`src/rtl/rsa_modexp_unit.sv`:
```
// rsa_modexp_unit: C = P^E mod M by right-to-left binary exponentiation on two bit-serial Montgomery lanes; start/busy/done/err handshake
module rsa_modexp_unit #(
  parameter int WIDTH     = 8,
  parameter int EXP_WIDTH = WIDTH
) (
  input  logic                 clk,
  input  logic                 rst,
  input  logic                 en,
  input  logic                 start,
  input  logic [WIDTH-1:0]     P,
  input  logic [EXP_WIDTH-1:0] E,
  input  logic [WIDTH-1:0]     M,
  input  logic [WIDTH-1:0]     Const,
  output logic [WIDTH-1:0]     C,
  output logic                 busy,
  output logic                 done,
  output logic                 err
);
  localparam int N  = WIDTH + 2;
  localparam int SW = WIDTH + 3;
  localparam int CW = $clog2(N + 1);
  localparam int KW = $clog2(EXP_WIDTH + 1);
  typedef enum logic [1:0] {IDLE, PRE, LOOP, POST} state_t;
  state_t               state;
  logic [CW-1:0]        cnt;
  logic [KW-1:0]        j, k;
  logic [WIDTH-1:0]     p_r, m_r, const_r, c_fin;
  logic [EXP_WIDTH-1:0] e_r;
  logic [SW-1:0]        sq, acc, s_sq, s_mul, nxt_sq, nxt_mul;
  logic [SW-1:0]        a_sq, b_sq, a_mul, b_mul, m_x;
  logic                 last, e_bit;
  function automatic logic [SW-1:0] mmm_step(input logic [SW-1:0] s, a, b, m, input logic [CW-1:0] i);
    logic [SW-1:0] t;
    t = s + (|(a & (SW'(1) << i)) ? b : '0);
    t = t + (t[0] ? m : '0);
    return t >> 1;
  endfunction
  always_comb begin
    k = '0;
    for (int i = 0; i < EXP_WIDTH; i++)
      if (e_r[i]) k = KW'(i + 1);
  end
  assign m_x     = SW'(m_r);
  assign a_sq    = state == PRE ? SW'(p_r) : sq;
  assign b_sq    = state == PRE ? SW'(const_r) : sq;
  assign a_mul   = state == PRE ? SW'(1) : acc;
  assign b_mul   = state == PRE ? SW'(const_r) : state == LOOP ? sq : SW'(1);
  assign nxt_sq  = mmm_step(s_sq, a_sq, b_sq, m_x, cnt - 1'b1);
  assign nxt_mul = mmm_step(s_mul, a_mul, b_mul, m_x, cnt - 1'b1);
  assign c_fin   = WIDTH'(nxt_mul >= m_x ? nxt_mul - m_x : nxt_mul);
  assign last    = cnt == CW'(N);
  assign e_bit   = |(e_r & (EXP_WIDTH'(1) << j));
  always_ff @(posedge clk) begin
    if (rst) begin
      state   <= IDLE;
      cnt     <= '0;
      j       <= '0;
      p_r     <= '0;
      e_r     <= '0;
      m_r     <= '0;
      const_r <= '0;
      sq      <= '0;
      acc     <= '0;
      s_sq    <= '0;
      s_mul   <= '0;
      C       <= '0;
      busy    <= 1'b0;
      done    <= 1'b0;
      err     <= 1'b0;
    end else if (en) begin
      done <= 1'b0;
      err  <= 1'b0;
      if (state == IDLE) begin
        if (start) begin
          p_r     <= P;
          e_r     <= E;
          m_r     <= M;
          const_r <= Const;
          cnt     <= '0;
          j       <= '0;
          if (!M[0] || M < WIDTH'(3)) begin
            done <= 1'b1;
            err  <= 1'b1;
            C    <= '0;
          end else begin
            state <= PRE;
            busy  <= 1'b1;
          end
        end
      end else begin
        cnt   <= last ? '0 : cnt + 1'b1;
        s_sq  <= cnt == '0 ? '0 : nxt_sq;
        s_mul <= cnt == '0 ? '0 : nxt_mul;
        if (last) begin
          if (state == PRE) begin
            sq    <= nxt_sq;
            acc   <= nxt_mul;
            state <= k == '0 ? POST : LOOP;
          end else if (state == LOOP) begin
            sq  <= nxt_sq;
            acc <= e_bit ? nxt_mul : acc;
            j   <= j + 1'b1;
            if (j + 1'b1 == k) state <= POST;
          end else begin
            C     <= c_fin;
            done  <= 1'b1;
            busy  <= 1'b0;
            state <= IDLE;
          end
        end
      end
    end
  end
endmodule

```
`config.mk`:
```
export PLATFORM = sky130hd
export DESIGN_NAME = rsa_modexp_unit
export DESIGN_NICKNAME = d
export VERILOG_FILES = /design/src/rtl/rsa_modexp_unit.sv
export SDC_FILE = /design/constraint.sdc
export NUM_CORES = 1
export LEC_CHECK = 0
export ABC_AREA = 1
export BUFFER_PORTS_ARGS = -buffer_cell sky130_fd_sc_hd__buf_2
export CAP_MARGIN = 20
export CORE_ASPECT_RATIO = 0.6
export CORE_UTILIZATION = 55
export DETAILED_ROUTE_END_ITERATION = 10
export GPL_TIMING_DRIVEN = 0
export PLACE_DENSITY_LB_ADDON = 0.3
export SYNTH_ARGS = -nofsm -noshare
export SYNTH_HDL_FRONTEND = slang
export SYNTH_SLANG_ARGS = --single-unit
```
`constraint.sdc`:
```
create_clock -name clk -period 5.9 [get_ports clk]
set_clock_uncertainty 0.1 [all_clocks]
set_input_delay 1.18 -clock clk [delete_from_list [all_inputs] [get_ports clk]]
set_output_delay 1.18 -clock clk [all_outputs]
set_load 0.05 [all_outputs]
```
==> impl_metrics.env <==
export IMPL_die_area_mm2=0.0126
export IMPL_fillCellCount=996
export IMPL_yosys_top_cells_area="dfxtp_1 28%, nand2_1 13%, ha_1 11%"
export IMPL_grt_pass1_vias=6022
export IMPL_setup_violations_final=0
export IMPL_path_class="flip-flop to flip-flop"
export IMPL_global_route_usage_total_pct=33.2
export IMPL_synth_top_area_share_pct=27.9
export IMPL_area_growth_from_synthesis_to_final_layout_pct=20.2
export IMPL_wire_length_of_the_first_global_routing_pass_mm=31.6
export IMPL_routed_wire_length_per_instance_um=16.5
export IMPL_gr_total_overflow=0
export IMPL_cts_max_level=3
export IMPL_yosys_cell_types_count=46
export IMPL_number_of_flops_mapped_to_enable_cells_by_yosys=0
export IMPL_power_density_cell_area_mw_per_mm2=226
export IMPL_fraction_of_the_cycle_the_final_worst_path_needs_pct=96.9
export IMPL_timing_critical_path_slowest_stage_cell="dfxtp_4"
export IMPL_post_place_ws_ns=-0.689
export IMPL_core_area_mm2=0.0116
export IMPL_syn_area_per_cell_um2=6.59
export IMPL_power_ir_vdd_worst_v=0.000155
export IMPL_cts_buffer_depth=2
export IMPL_detail_route_vias_per_cell=5.71
export IMPL_synth_flop_cell="dfxtp_1"
export IMPL_netlist_area_mm2=0.00668
export IMPL_number_of_buffers_created_by_cts=9
export IMPL_endpoint_class_of_the_critical_path="flip-flop"
export IMPL_rows=30
export IMPL_drt_pass1_iter_count=5
export IMPL_total_power_uw=1810
export IMPL_cp_start_kind="flip-flop"
export IMPL_die_width_um=144
export IMPL_die_h_um=87.4
export IMPL_critical_path_max_stage_delay_ns=0.40
export IMPL_power_switching_share_pct=36.4
export IMPL_p_sw_uw=661
export IMPL_synthesis_yosys_warnings=0
export IMPL_synth_nets=1113
export IMPL_post_route_worst_setup_slack_ns=0.181
export IMPL_p_int_uw=1150
export IMPL_clock_tree_from_tritoncts="built"
export IMPL_clock_tree_root_cell="clkbuf_16"
export IMPL_drt_initial_drc_count=896
export IMPL_vias=7181
export IMPL_wl_mm=20.8
export IMPL_comb_power_share_pct=29.7
export IMPL_final_max_slew_viol_count=0
export IMPL_max_cap_viol_count=0
export IMPL_crit_fanout=6
export IMPL_antenna_cells=0
export IMPL_detail_route_antenna_nets=0
export IMPL_finalHoldWorstSlack_ns=0.360
export IMPL_hold_path_class="flip-flop to flip-flop"
export IMPL_number_of_top_level_design_ports=47
export IMPL_grt_max_degree=17
export IMPL_yosys_register_bits=93
export IMPL_floorplan_initialDensity_pct=57.8
export IMPL_route_detailed_drc=0
export IMPL_syn_inst=1014
export IMPL_gpl_congestion=1.01
export IMPL_num_nets_final=1192
export IMPL_cts_reportedPaths_clkPinSlew_ns=0.07
export IMPL_clkLatencyLatePin_ns=0.35
export IMPL_timing_final_hold_violations=0
export IMPL_post_route_cells_drive_above_1_share_pct=15.9
export IMPL_place_detailed_hpwl_mm=15.5
export IMPL_antenna_violations_before_repair=0
export IMPL_buffer_ports_inserted=46
export IMPL_tightest_slew_ns=0.742
export IMPL_outcome="complete, no violations"
export IMPL_timing_final_crit_period_ns=5.72
export IMPL_seqPwrFrac_pct=38.4
export IMPL_crit_arrival_ns=5.82
export IMPL_synth_sequential_area_ratio_pct=27.9
export IMPL_critPathRequiredTime_ns=6.00
export IMPL_leakagePower_uw=0.00388
export IMPL_max_freq_mhz=175
export IMPL_synth_top_cell_by_area="dfxtp_1"
export IMPL_synth_async_reset_ratio_pct=0
export IMPL_cts_sink_count=93
export IMPL_slew_headroom_pct=50.3
export IMPL_power_share_clock_pct=31.9
## layout by cell type, fill, tap and decap left out, types with 5 or more instances in the layout
cell type	count
nand2_1	231
inv_1	155
a21oi_1	113
dfxtp_1	90
o21ai_0	67
nor2_1	56
nand3_1	52
buf_2	50
ha_1	45
clkbuf_1	23
xor2_1	18
buf_4	18
nand4_1	17
nand2_2	12
xnor2_1	11
inv_2	10
ha_4	9
clkbuf_16	9
nor3_1	8
a21oi_2	6
nand3_2	5
o211ai_1	5
## final timing paths
check | slack (ns) | depth (start not counted) | start | end
max | 0.18 | 35 | cnt[0]$_SDFFE_PP0P_ | C[2]$_SDFFE_PP0P_
min | 0.36 | 2 | p_r[0]$_SDFFE_PP0P_ | p_r[0]$_SDFFE_PP0P_
max reg2reg | 0.18 | 35 | cnt[0]$_SDFFE_PP0P_ | C[2]$_SDFFE_PP0P_
min reg2reg | 0.36 | 2 | p_r[0]$_SDFFE_PP0P_ | p_r[0]$_SDFFE_PP0P_
## cells in the mapped netlist (4+ instances only)
cell type and count:
inv_1 163, a31oi_1 6, o21bai_1 4, nand2_1 240, buf_2 4, ha_1 58, nor2_1 59, fa_1 5
o21ai_0 71, o211ai_1 5, clkbuf_1 25, nand4_1 17, xor2_1 23, dfxtp_1 93, xnor2_1 13, nor3_1 10
nand3_1 57, a21oi_1 119
## per-stage QoR
| stage | instance area [um^2] | cells | TNS [ns] | utilization, % |
|---|---|---|---|---|
| global placement | 7110 | 1220 | -4.75 | 61.5 |
| floorplan | 6680 | 1014 | 0 | - |
| finish | 8030 | 1258 | 0 | 69.4 |
| detailed placement | 7110 | 1220 | -5.29 | 61.5 |
| CTS | 7640 | 1246 | 0 | 66.0 |
| global route | 8030 | 1258 | -0.914 | 69.4 |
## kinds of logic (layout without fill, tap and decap cells)
family	after synthesis	count (layout)	share of synthesized area (%)
flip-flops	93	93	27.9
AND/OR/NAND/NOR	405	406	26.0
XOR/XNOR	38	38	5.21
AO/OA/AOI/OAI	215	216	17.2
buffers and inverters	200	282	11.3
adder cells (fa/ha/maj)	63	63	12.4
## registers in the layout, summed over array words and instances, names as in the netlist
name / flops
p_r: 8
s_mul: 10
sq: 10
done: 1
acc: 10
j: 4
s_sq: 10
C: 8
e_r: 8
const_r: 8
m_r: 8
cnt: 4
state: 2
busy: 1
err: 1
## layout make-up
cell class	instances	area [um^2]	share of cell area (%)
clock buffers	11	253	3.15
multi-input cells	723	4490	55.9
repair buffers	66	405	5.05
well taps	160	200	2.49
inverters	170	643	8.01
plain buffers	30	126	1.57
flip-flops and latches	93	1870	23.3
clock inverters	5	42.5	0.530
## worst max-delay path, delay by kind of cell, from the launching register on
family / cells / cell delay [ns]
fa+ha+maj: 4 / 1.03
buf+inv: 9 / 0.95
xor+xnor: 3 / 0.56
simple gates: 11 / 1.39
compound gates: 8 / 1.12
flops: 1 / 0.40
## power groups by stage
stage          Combinational (uW)  Sequential [uW]  Clock (uW)
2_1_floorplan                 297              717           0
3_3_place_gp                  427              707           0
3_5_place_dp                  431              707           0
4_1_cts                       468              694         576
5_1_grt                       583              700         600
6_report                      538              697         579
## repair_timing
item | 4_1_cts | 5_1_grt
resized for setup | 32 | 62
gates cloned | 2 | 0
pin swaps | 9 | 22
setup endpoints to repair | 8 | 8
hold endpoints to repair | 0 | 0
buffers inserted | 8 | 12
hold buffers | 0 | 0
## metal layers
metal | share of wire, % | vias up | global-route usage [%]
met5 | 0 | - | 0
met4 | 1.7 | 0 | 7.56
met3 | 12 | 36 | 8.80
met2 | 39 | 372 | 45.1
met1 | 47 | 3337 | 50.6
li1 | - | 3436 | -
Note: power is estimated with default switching activity, not from simulation.
